### config.mk
export PLATFORM = sky130hd
export DESIGN_NAME = step_down_converter
export DESIGN_NICKNAME = d
export VERILOG_FILES = /design/src/rtl/power_pkg.sv /design/src/rtl/ov_detector.sv /design/src/rtl/step_down_converter.sv
export SDC_FILE = /design/constraint.sdc
export NUM_CORES = 1
export LEC_CHECK = 0
export ABC_CLOCK_PERIOD_IN_PS = 3400
export CORE_MARGIN = 3
export CORE_UTILIZATION = 49
export CTS_CLUSTER_DIAMETER = 50
export DETAILED_ROUTE_END_ITERATION = 12
export PLACE_DENSITY = 0.83
export SYNTH_ARGS = -nofsm -noshare
export SYNTH_HDL_FRONTEND = slang
export SYNTH_SLANG_ARGS = --single-unit
### constraint.sdc
create_clock -name clk -period 3.4 [get_ports clk]
set_clock_uncertainty 0.2 [all_clocks]
set_input_delay 0.51 -clock clk [delete_from_list [all_inputs] [get_ports clk]]
set_output_delay 0.51 -clock clk [all_outputs]
set_load 0.03 [all_outputs]
### src/rtl/power_pkg.sv
// Shared types and default tuning for the step-down converter.
// Holds the FSM state encoding and default parameter values.
package power_pkg;

  typedef enum logic [1:0] {
    ST_IDLE     = 2'd0,
    ST_RAMP     = 2'd1,
    ST_REGULATE = 2'd2,
    ST_FAULT    = 2'd3
  } state_t;

  localparam logic [7:0] DEF_RAMP_STEP = 8'd4;
  localparam logic [7:0] DEF_OV_LIMIT  = 8'd240;
  localparam int         DEF_OV_COUNT  = 3;

endpackage

### src/rtl/ov_detector.sv
// Over-voltage detector: counts consecutive over-limit samples.
// Ports: clk, rst_n, i_vin, i_vin_valid -> o_trip, o_clear (count==0).
module ov_detector
  import power_pkg::*;
#(
  parameter logic [7:0] OV_LIMIT = DEF_OV_LIMIT,
  parameter int         OV_COUNT = DEF_OV_COUNT
) (
  input  logic       clk,
  input  logic       rst_n,
  input  logic [7:0] i_vin,
  input  logic       i_vin_valid,
  output logic       o_trip,
  output logic       o_clear
);

  localparam logic [3:0] LP_MAX = OV_COUNT[3:0];

  logic [3:0] r_cnt;
  logic [3:0] w_cnt_nxt;
  logic       w_over;

  assign w_over = (i_vin > OV_LIMIT);

  always_comb begin
    w_cnt_nxt = r_cnt;
    if (i_vin_valid) begin
      if (!w_over) begin
        w_cnt_nxt = 4'd0;
      end else if (r_cnt != LP_MAX) begin
        w_cnt_nxt = r_cnt + 4'd1;
      end
    end
  end

  always_ff @(posedge clk) begin
    if (!rst_n) begin
      r_cnt <= 4'd0;
    end else begin
      r_cnt <= w_cnt_nxt;
    end
  end

  // Trip on every over-limit sample that leaves the count at its limit.
  assign o_trip  = i_vin_valid && w_over && (w_cnt_nxt == LP_MAX);
  assign o_clear = (r_cnt == 4'd0);

endmodule

### src/rtl/step_down_converter.sv
// Soft-start step-down converter control with over-voltage latch.
// Ports: clk, rst_n, en, vin, vin_valid -> vout, vout_valid, pgood, fault, state.
module step_down_converter
  import power_pkg::*;
#(
  parameter logic [7:0] RAMP_STEP = DEF_RAMP_STEP,
  parameter logic [7:0] OV_LIMIT  = DEF_OV_LIMIT,
  parameter int         OV_COUNT  = DEF_OV_COUNT
) (
  input  logic       clk,
  input  logic       rst_n,
  input  logic       en,
  input  logic [7:0] vin,
  input  logic       vin_valid,
  output logic [7:0] vout,
  output logic       vout_valid,
  output logic       pgood,
  output logic       fault,
  output logic [1:0] state
);

  state_t     r_state;
  state_t     w_state_nxt;
  logic [7:0] r_vout;
  logic       r_vout_valid;

  logic       w_trip;
  logic       w_clear;
  logic [8:0] w_target;
  logic [8:0] w_sum;
  logic [7:0] w_new;
  logic       w_active;
  logic       w_accept;

  ov_detector #(
    .OV_LIMIT (OV_LIMIT),
    .OV_COUNT (OV_COUNT)
  ) u_ov (
    .clk         (clk),
    .rst_n       (rst_n),
    .i_vin       (vin),
    .i_vin_valid (vin_valid),
    .o_trip      (w_trip),
    .o_clear     (w_clear)
  );

  assign w_target = {2'b00, vin[7:1]};
  assign w_sum    = {1'b0, r_vout} + {1'b0, RAMP_STEP};

  // Downward moves and final approach both land exactly on target.
  assign w_new = (w_sum >= w_target) ? w_target[7:0] : w_sum[7:0];

  assign w_active = (r_state == ST_RAMP) ||
                    (r_state == ST_REGULATE);
  assign w_accept = w_active && vin_valid && en && !w_trip;

  always_ff @(posedge clk) begin
    if (!rst_n) begin
      r_state <= ST_IDLE;
    end else begin
      r_state <= w_state_nxt;
    end
  end

  always_comb begin
    w_state_nxt = r_state;
    if (w_trip) begin
      w_state_nxt = ST_FAULT;
    end else begin
      unique case (r_state)
        ST_IDLE: begin
          if (en) w_state_nxt = ST_RAMP;
        end
        ST_RAMP: begin
          if (!en)
            w_state_nxt = ST_IDLE;
          else if (vin_valid && (w_new == w_target[7:0]))
            w_state_nxt = ST_REGULATE;
        end
        ST_REGULATE: begin
          if (!en) w_state_nxt = ST_IDLE;
        end
        ST_FAULT: begin
          if (!en && w_clear) w_state_nxt = ST_IDLE;
        end
        default: w_state_nxt = ST_IDLE;
      endcase
    end
  end

  always_comb begin
    pgood = 1'b0;
    fault = 1'b0;
    unique case (r_state)
      ST_REGULATE: pgood = 1'b1;
      ST_FAULT:    fault = 1'b1;
      default: begin
        pgood = 1'b0;
        fault = 1'b0;
      end
    endcase
  end

  always_ff @(posedge clk) begin
    if (!rst_n) begin
      r_vout       <= 8'd0;
      r_vout_valid <= 1'b0;
    end else begin
      r_vout_valid <= w_accept;
      if (w_accept) begin
        r_vout <= w_new;
      end else if (w_trip || !en || !w_active) begin
        r_vout <= 8'd0;
      end
    end
  end

  assign vout       = r_vout;
  assign vout_valid = r_vout_valid;
  assign state      = r_state;

endmodule

==> impl_metrics.env, run 1 <==
export IMPL_ys_flop_type="dfxtp_1"
export IMPL_relSlewSlack_pct=64.92
export IMPL_p_per_area_mw_per_mm2=229.6
export IMPL_die_height_um=59.19
export IMPL_clk_latency_ps=290
export IMPL_wirelength_mm=3.308
export IMPL_cp_start_kind="flip-flop"
export IMPL_power_switching_uw=119.6
export IMPL_synthToLayoutAreaGrowth_pct=21.03
export IMPL_wl_per_cell_um=15.17
export IMPL_drv_cap=0
export IMPL_vias=1302
export IMPL_pre_cts_ws_ps=250.6
export IMPL_synth_enable_flop_cells=0
export IMPL_critPathMostFrequentCell="ha_1"
export IMPL_cts_setup_buffers=0
export IMPL_critical_path_arrival_ps=3120
export IMPL_synth_most_common_cell="inv_1"
export IMPL_firstDrtPassIters=4
export IMPL_die_area_mm2=0.003503
export IMPL_drv_slew=0
export IMPL_grt_pass1_wl_mm=5.699
export IMPL_antenna_left=0
export IMPL_maxClockFrequency_mhz=319.7
export IMPL_layout_min_cycle_time_ps=3128
export IMPL_rows=18
export IMPL_status="finished, final reports clean"
export IMPL_clk_pin_slew_worst_paths_ps=100
export IMPL_fin_crit_sh_pct=92.01
export IMPL_cts_max_level=1
export IMPL_synth_nets=189
export IMPL_cts_buffer_depth=2
export IMPL_internal_power_uw=265.6
export IMPL_tightest_slew_ps=521.8
export IMPL_synth_top_area_cell="dfxtp_1"
export IMPL_whs_ps=334.4
export IMPL_drive_above_1_share_pct=12.23
export IMPL_antenna_found_initial=0
export IMPL_cp_data_required_time_ps=3390
export IMPL_p_leak_nw=0.6323
export IMPL_synth_commonest_cells="inv_1 (17), dfxtp_1 (15), ha_1 (15), a21oi_1 (13), nand2_1 (10)"
export IMPL_hold_path_class="flip-flop to flip-flop"
export IMPL_finalSetupViolCount=0
export IMPL_multi_input_area_um2=993.5
export IMPL_synthArstFlopShare_pct=0
export IMPL_fin_setup_tns_ps=0
export IMPL_syn_area_mm2=0.001386
export IMPL_cts_tree="built"
export IMPL_drcViolationCount=0
export IMPL_synth_seq_area_share_pct=21.66
export IMPL_hold_viol_final=0
export IMPL_power_frac_clock_pct=28.1
export IMPL_dieWidth_um=59.19
export IMPL_cpMaxStageDelayCell="dfxtp_1"
export IMPL_grt_overflow=0
export IMPL_p_comb_share_pct=24.4
export IMPL_fillers=225
export IMPL_path_class="flip-flop to flip-flop"
export IMPL_worstPathCellList="ha_1 -> nand3_1 -> xnor2_1 -> ha_1 -> a21oi_1 -> o221a_2 -> a21oi_2 -> o311a_2 -> o31a_1"
export IMPL_nNetsFinal=216
export IMPL_grt_start_max_net_pins=12
export IMPL_synth_top_cell_area_share_pct=21.66
export IMPL_hold_buffers=0
export IMPL_coreArea_mm2=0.002590
export IMPL_cts_resized_gates=0
export IMPL_netlist_instances=162
export IMPL_final_area_mm2=0.001678
export IMPL_rsz0062_at_grt="no"
export IMPL_cts_root_buf="clkbuf_4"
export IMPL_fin_ws_ps=271.7
export IMPL_routabilityCongestion=0.8841
export IMPL_ys_ff_latch=15
export IMPL_cts_buffers=3
export IMPL_ir_drop_v=0.0001792
export IMPL_grt_usage_pct=21.00
export IMPL_grt_pass1_vias=1280
export IMPL_slowest_delay_ps=490
export IMPL_synthDistinctLibCells=56
export IMPL_syn_avg_cell_area_um2=8.558
export IMPL_setup_worst_path_end_class="flip-flop"
export IMPL_drtIter0Drc=44
export IMPL_io_pins=25
export IMPL_port_buffers=24
export IMPL_place_area_mm2=0.001650
export IMPL_clock_sinks=15
export IMPL_yosysWarnings=0
export IMPL_start_util_pct=53.53
export IMPL_dp_hpwl_mm=2.611
export IMPL_crit_fanout=8
export IMPL_synth_area_leaders="dfxtp_1 (22%), ha_1 (14%), a21oi_1 (4.7%)"
export IMPL_antennaDiodeCount=0
export IMPL_seq_power_share_pct=47.5
export IMPL_swShare_pct=31.06
export IMPL_avgViaCountPerCell=5.972
export IMPL_regArea_um2=300.3
[power by group through the flow]
| stage | clock [mW] | combinational [mW] | sequential (mW) |
|---|---|---|---|
| floorplan | 0 | 0.0509 | 0.192 |
| global placement | 0 | 0.0903 | 0.186 |
| detailed placement | 0 | 0.0932 | 0.187 |
| CTS | 0.113 | 0.0937 | 0.183 |
| global route | 0.123 | 0.103 | 0.183 |
| finish | 0.108 | 0.0940 | 0.183 |
[placed cells by master, fill, tap and decap left out, types with 4 or more instances in the layout]
master / synthesis / routed
dfxtp_1: 15 / 15
ha_1: 15 / 15
nor2b_1: 4 / 4
inv_1: 17 / 17
nor2_1: 9 / 9
o21ai_0: 9 / 9
nand3_1: 4 / 4
nand2_1: 10 / 10
a21oi_1: 13 / 13
clkdlybuf4s50_1: 0 / 24
xnor2_1: 5 / 5
[flip-flops by register name, indices dropped and copies added, names as in the netlist]
register	count
vout	8
vout_valid	1
u_ov.r_cnt	4
state	2
[worst paths after layout]
check	startpoint	to	slack, ps	cells past startpoint
min reg2reg	vout[7]$_SDFFE_PN0P_	vout[7]$_SDFFE_PN0P_	330	1
min	vout[7]$_SDFFE_PN0P_	vout[7]$_SDFFE_PN0P_	330	1
max reg2reg	vout[2]$_SDFFE_PN0P_	state[0]$_SDFFE_PN0P_	270	9
max	vout[2]$_SDFFE_PN0P_	state[0]$_SDFFE_PN0P_	270	9
[metal layers]
layer  track usage [%]  share of wire [%]  up-vias
met2             37.13                 51       26
met1             24.97                 44      628
li1                  -                  -      646
met4             6.472               0.39        0
met3             4.575                4.2        2
met5                 0                  0        -
[logic make-up (layout without fill, tap and decap cells)]
logic type               Yosys count  after routing  synth area share, %
AO/OA/AOI/OAI                     51             51                27.44
AND/OR/NAND/NOR                   46             46                20.49
buffers and inverters             21             47                6.679
adder cells (fa/ha/maj)           15             15                13.54
flip-flops                        15             15                21.66
XOR/XNOR                           9              9                6.228
multiplexers                       5              5                3.971
[worst max-delay path: cells and delay by family, from the launching register on]
kind,cells,cell delay [ps]
flip-flops,1,490
adder cells (fa/ha/maj),2,720
XOR/XNOR,1,190
AND/OR/NAND/NOR,1,220
AO/OA/AOI/OAI,5,1200
[metrics by stage]
stage,power (mW),utilization (%),std cells
after floorplan,0.2426,-,162
after global placement,0.2767,63.72,214
after detailed placement,0.2801,63.72,214
after CTS,0.3891,64.78,218
after global routing,0.4097,64.78,218
final,0.3852,64.78,218
[area by class of cell]
type,instances,share of cell area [%]
clock buffers,3,1.342
clock inverters,1,0.2983
inverters,17,3.803
multi-input cells,126,59.21
flip-flops and latches,15,17.90
well taps,30,2.237
repair buffers,26,15.21
Note: power is estimated with default switching activity, not from simulation.
==> run 2: changes to the inputs <==
Settings changed: SKIP_CTS_REPAIR_TIMING set to 1.
==> results of run 2 <==
The final DEF is identical to that of run 1; final timing and power are the same.
==> run 3: changes to the inputs <==
Settings changed: CORE_ASPECT_RATIO set to 0.5, GPL_ROUTABILITY_DRIVEN set to 0.
==> run 3 against run 2 <==
  * Hold slack better by 0.52 ps
  * Via count up 1.5%
  * Sequential share of layout area decreased by 0.42 points
  * Count of clock-buffer cells in the layout unchanged
  * Combinational power grew 0.6%
  * Critical path type unchanged
  * Critical path depth stayed put
  * First-iteration DRC count increased by 80%
  * Non-clock buffer count rose by 2
  * Power grew 11%
==> impl_metrics.env, run 3 (same netlist as run 1, synthesis figures left out) <==
export IMPL_status="finished, final reports clean"
export IMPL_placed_cells=221
export IMPL_regArea_um2=300.3
export IMPL_busiest_layer="met2"
export IMPL_p_per_area_mw_per_mm2=248.5
export IMPL_dp_hpwl_mm=2.586
export IMPL_tightest_slew_ps=508.0
export IMPL_critical_path_arrival_ps=2970
export IMPL_cts_buffer_depth=2
export IMPL_layout_cells_non_filler=225
export IMPL_port_buffers=24
export IMPL_coreArea_mm2=0.002447
export IMPL_clk_latency_ps=250
export IMPL_fin_crit_sh_pct=89.08
export IMPL_hold_path_class="flip-flop to flip-flop"
export IMPL_grt_pass1_wl_mm=5.561
export IMPL_antenna_found_initial=0
export IMPL_die_area_mm2=0.003542
export IMPL_grt_usage_pct=20.18
export IMPL_io_pins=25
export IMPL_layout_commonest_cell="clkdlybuf4s50_1"
export IMPL_ir_drop_v=0.0001400
export IMPL_rows=12
export IMPL_gr_usage_met3_pct=3.942
export IMPL_cp_start_kind="flip-flop"
export IMPL_layout_min_cycle_time_ps=3029
export IMPL_grt_pass1_vias=1201
export IMPL_die_height_um=43.61
export IMPL_clock_sinks=15
export IMPL_use_met1_pct=28.52
export IMPL_drive_above_1_share_pct=13.16
export IMPL_maxClockFrequency_mhz=330.2
export IMPL_fillers=193
export IMPL_setup_worst_path_end_class="flip-flop"
export IMPL_start_util_pct=56.65
export IMPL_rsz0062_at_grt="no"
export IMPL_avgViaCountPerCell=5.871
export IMPL_wirelength_mm=3.290
export IMPL_path_class="flip-flop to flip-flop"
export IMPL_hold_viol_final=0
export IMPL_wl_per_cell_um=14.62
export IMPL_fin_setup_tns_ps=0
export IMPL_globalRouteMet2Util_pct=29.69
export IMPL_nNetsFinal=218
export IMPL_drtIter0Drc=79
export IMPL_synthToLayoutAreaGrowth_pct=23.92
export IMPL_clk_pin_slew_worst_paths_ps=60
export IMPL_drv_slew=0
export IMPL_finalSetupViolCount=0
export IMPL_firstDrtPassIters=4
export IMPL_final_cell_mix="clkdlybuf4s50_1 (24), inv_1 (17), ha_1 (15), dfxtp_1 (15), a21oi_1 (13)"
export IMPL_antenna_left=0
export IMPL_multi_input_area_um2=993.5
export IMPL_grt_overflow=0
export IMPL_cts_tree="built"
export IMPL_antennaDiodeCount=0
export IMPL_vias=1321
export IMPL_final_util_pct=70.19
export IMPL_grt_start_max_net_pins=12
export IMPL_crit_fanout=7
export IMPL_cts_max_level=1
export IMPL_dieWidth_um=81.22
export IMPL_cts_buffers=3
export IMPL_relSlewSlack_pct=65.85
export IMPL_drcViolationCount=0
export IMPL_cts_root_buf="clkbuf_8"
export IMPL_p_leak_nw=0.6497
export IMPL_largest_reg_flops=8
export IMPL_drv_cap=0
export IMPL_cp_data_required_time_ps=3340
[run 3: cell count changes in the layout (fill, tap and decap cells not counted)]
cell	previous run	this run
buf_4	2	4
clkbuf_8	0	3
clkbuf_4	3	0
[run 3: final cells by class]
cell class	instances	area share (%)
flip-flops and latches	15	17.48
multi-input cells	126	57.83
inverters	17	3.714
clock buffers	3	2.403
repair buffers	28	15.73
well taps	35	2.549
clock inverters	1	0.2913
[run 3: worst paths after layout]
| check | startpoint | to | slack (ps) | cells after the start |
|---|---|---|---|---|
| max | vout[2]$_SDFFE_PN0P_ | state[0]$_SDFFE_PN0P_ | 370 | 9 |
| min | vout[7]$_SDFFE_PN0P_ | vout[7]$_SDFFE_PN0P_ | 330 | 1 |
| max reg2reg | vout[2]$_SDFFE_PN0P_ | state[0]$_SDFFE_PN0P_ | 370 | 9 |
| min reg2reg | vout[7]$_SDFFE_PN0P_ | vout[7]$_SDFFE_PN0P_ | 330 | 1 |
[run 3: per-stage QoR]
step	total power [mW]	hold slack [ps]	instance area [um2]	setup WS (ps)
global placement	0.2780	317.1	1672	335.6
CTS	0.4293	337.1	1718	400.9
detailed placement	0.2800	326.9	1672	210.6
finish	0.4269	334.9	1718	371.2
floorplan	0.2426	364.7	1386	182.4
global route	0.4475	350.3	1718	322.1
[run 3: worst max-delay path, cell delays in order, from the launching register on]
cell and delay [ps]:
dfxtp_1 480, ha_1 240, nand3_1 180, xnor2_1 260
ha_1 290, a21oi_1 240, o221a_2 260, a21oi_2 110
o311a_2 410, o31a_1 250
[run 3: power by group]
part / internal [mW] / leakage, nW / switching, mW
Combinational: 0.0433 / 0.503 / 0.0513
Sequential: 0.179 / 0.121 / 0.00397
Clock: 0.0814 / 0.0255 / 0.0682
[run 3: routing by layer]
metal  up-vias  routed length (um)  part of all wire, %
met5         -                   0                    0
met4         0                  83                  2.5
met3        10                 153                  4.7
met2        36                1518                   46
met1       621                1534                   47
li1        654                   -                    -
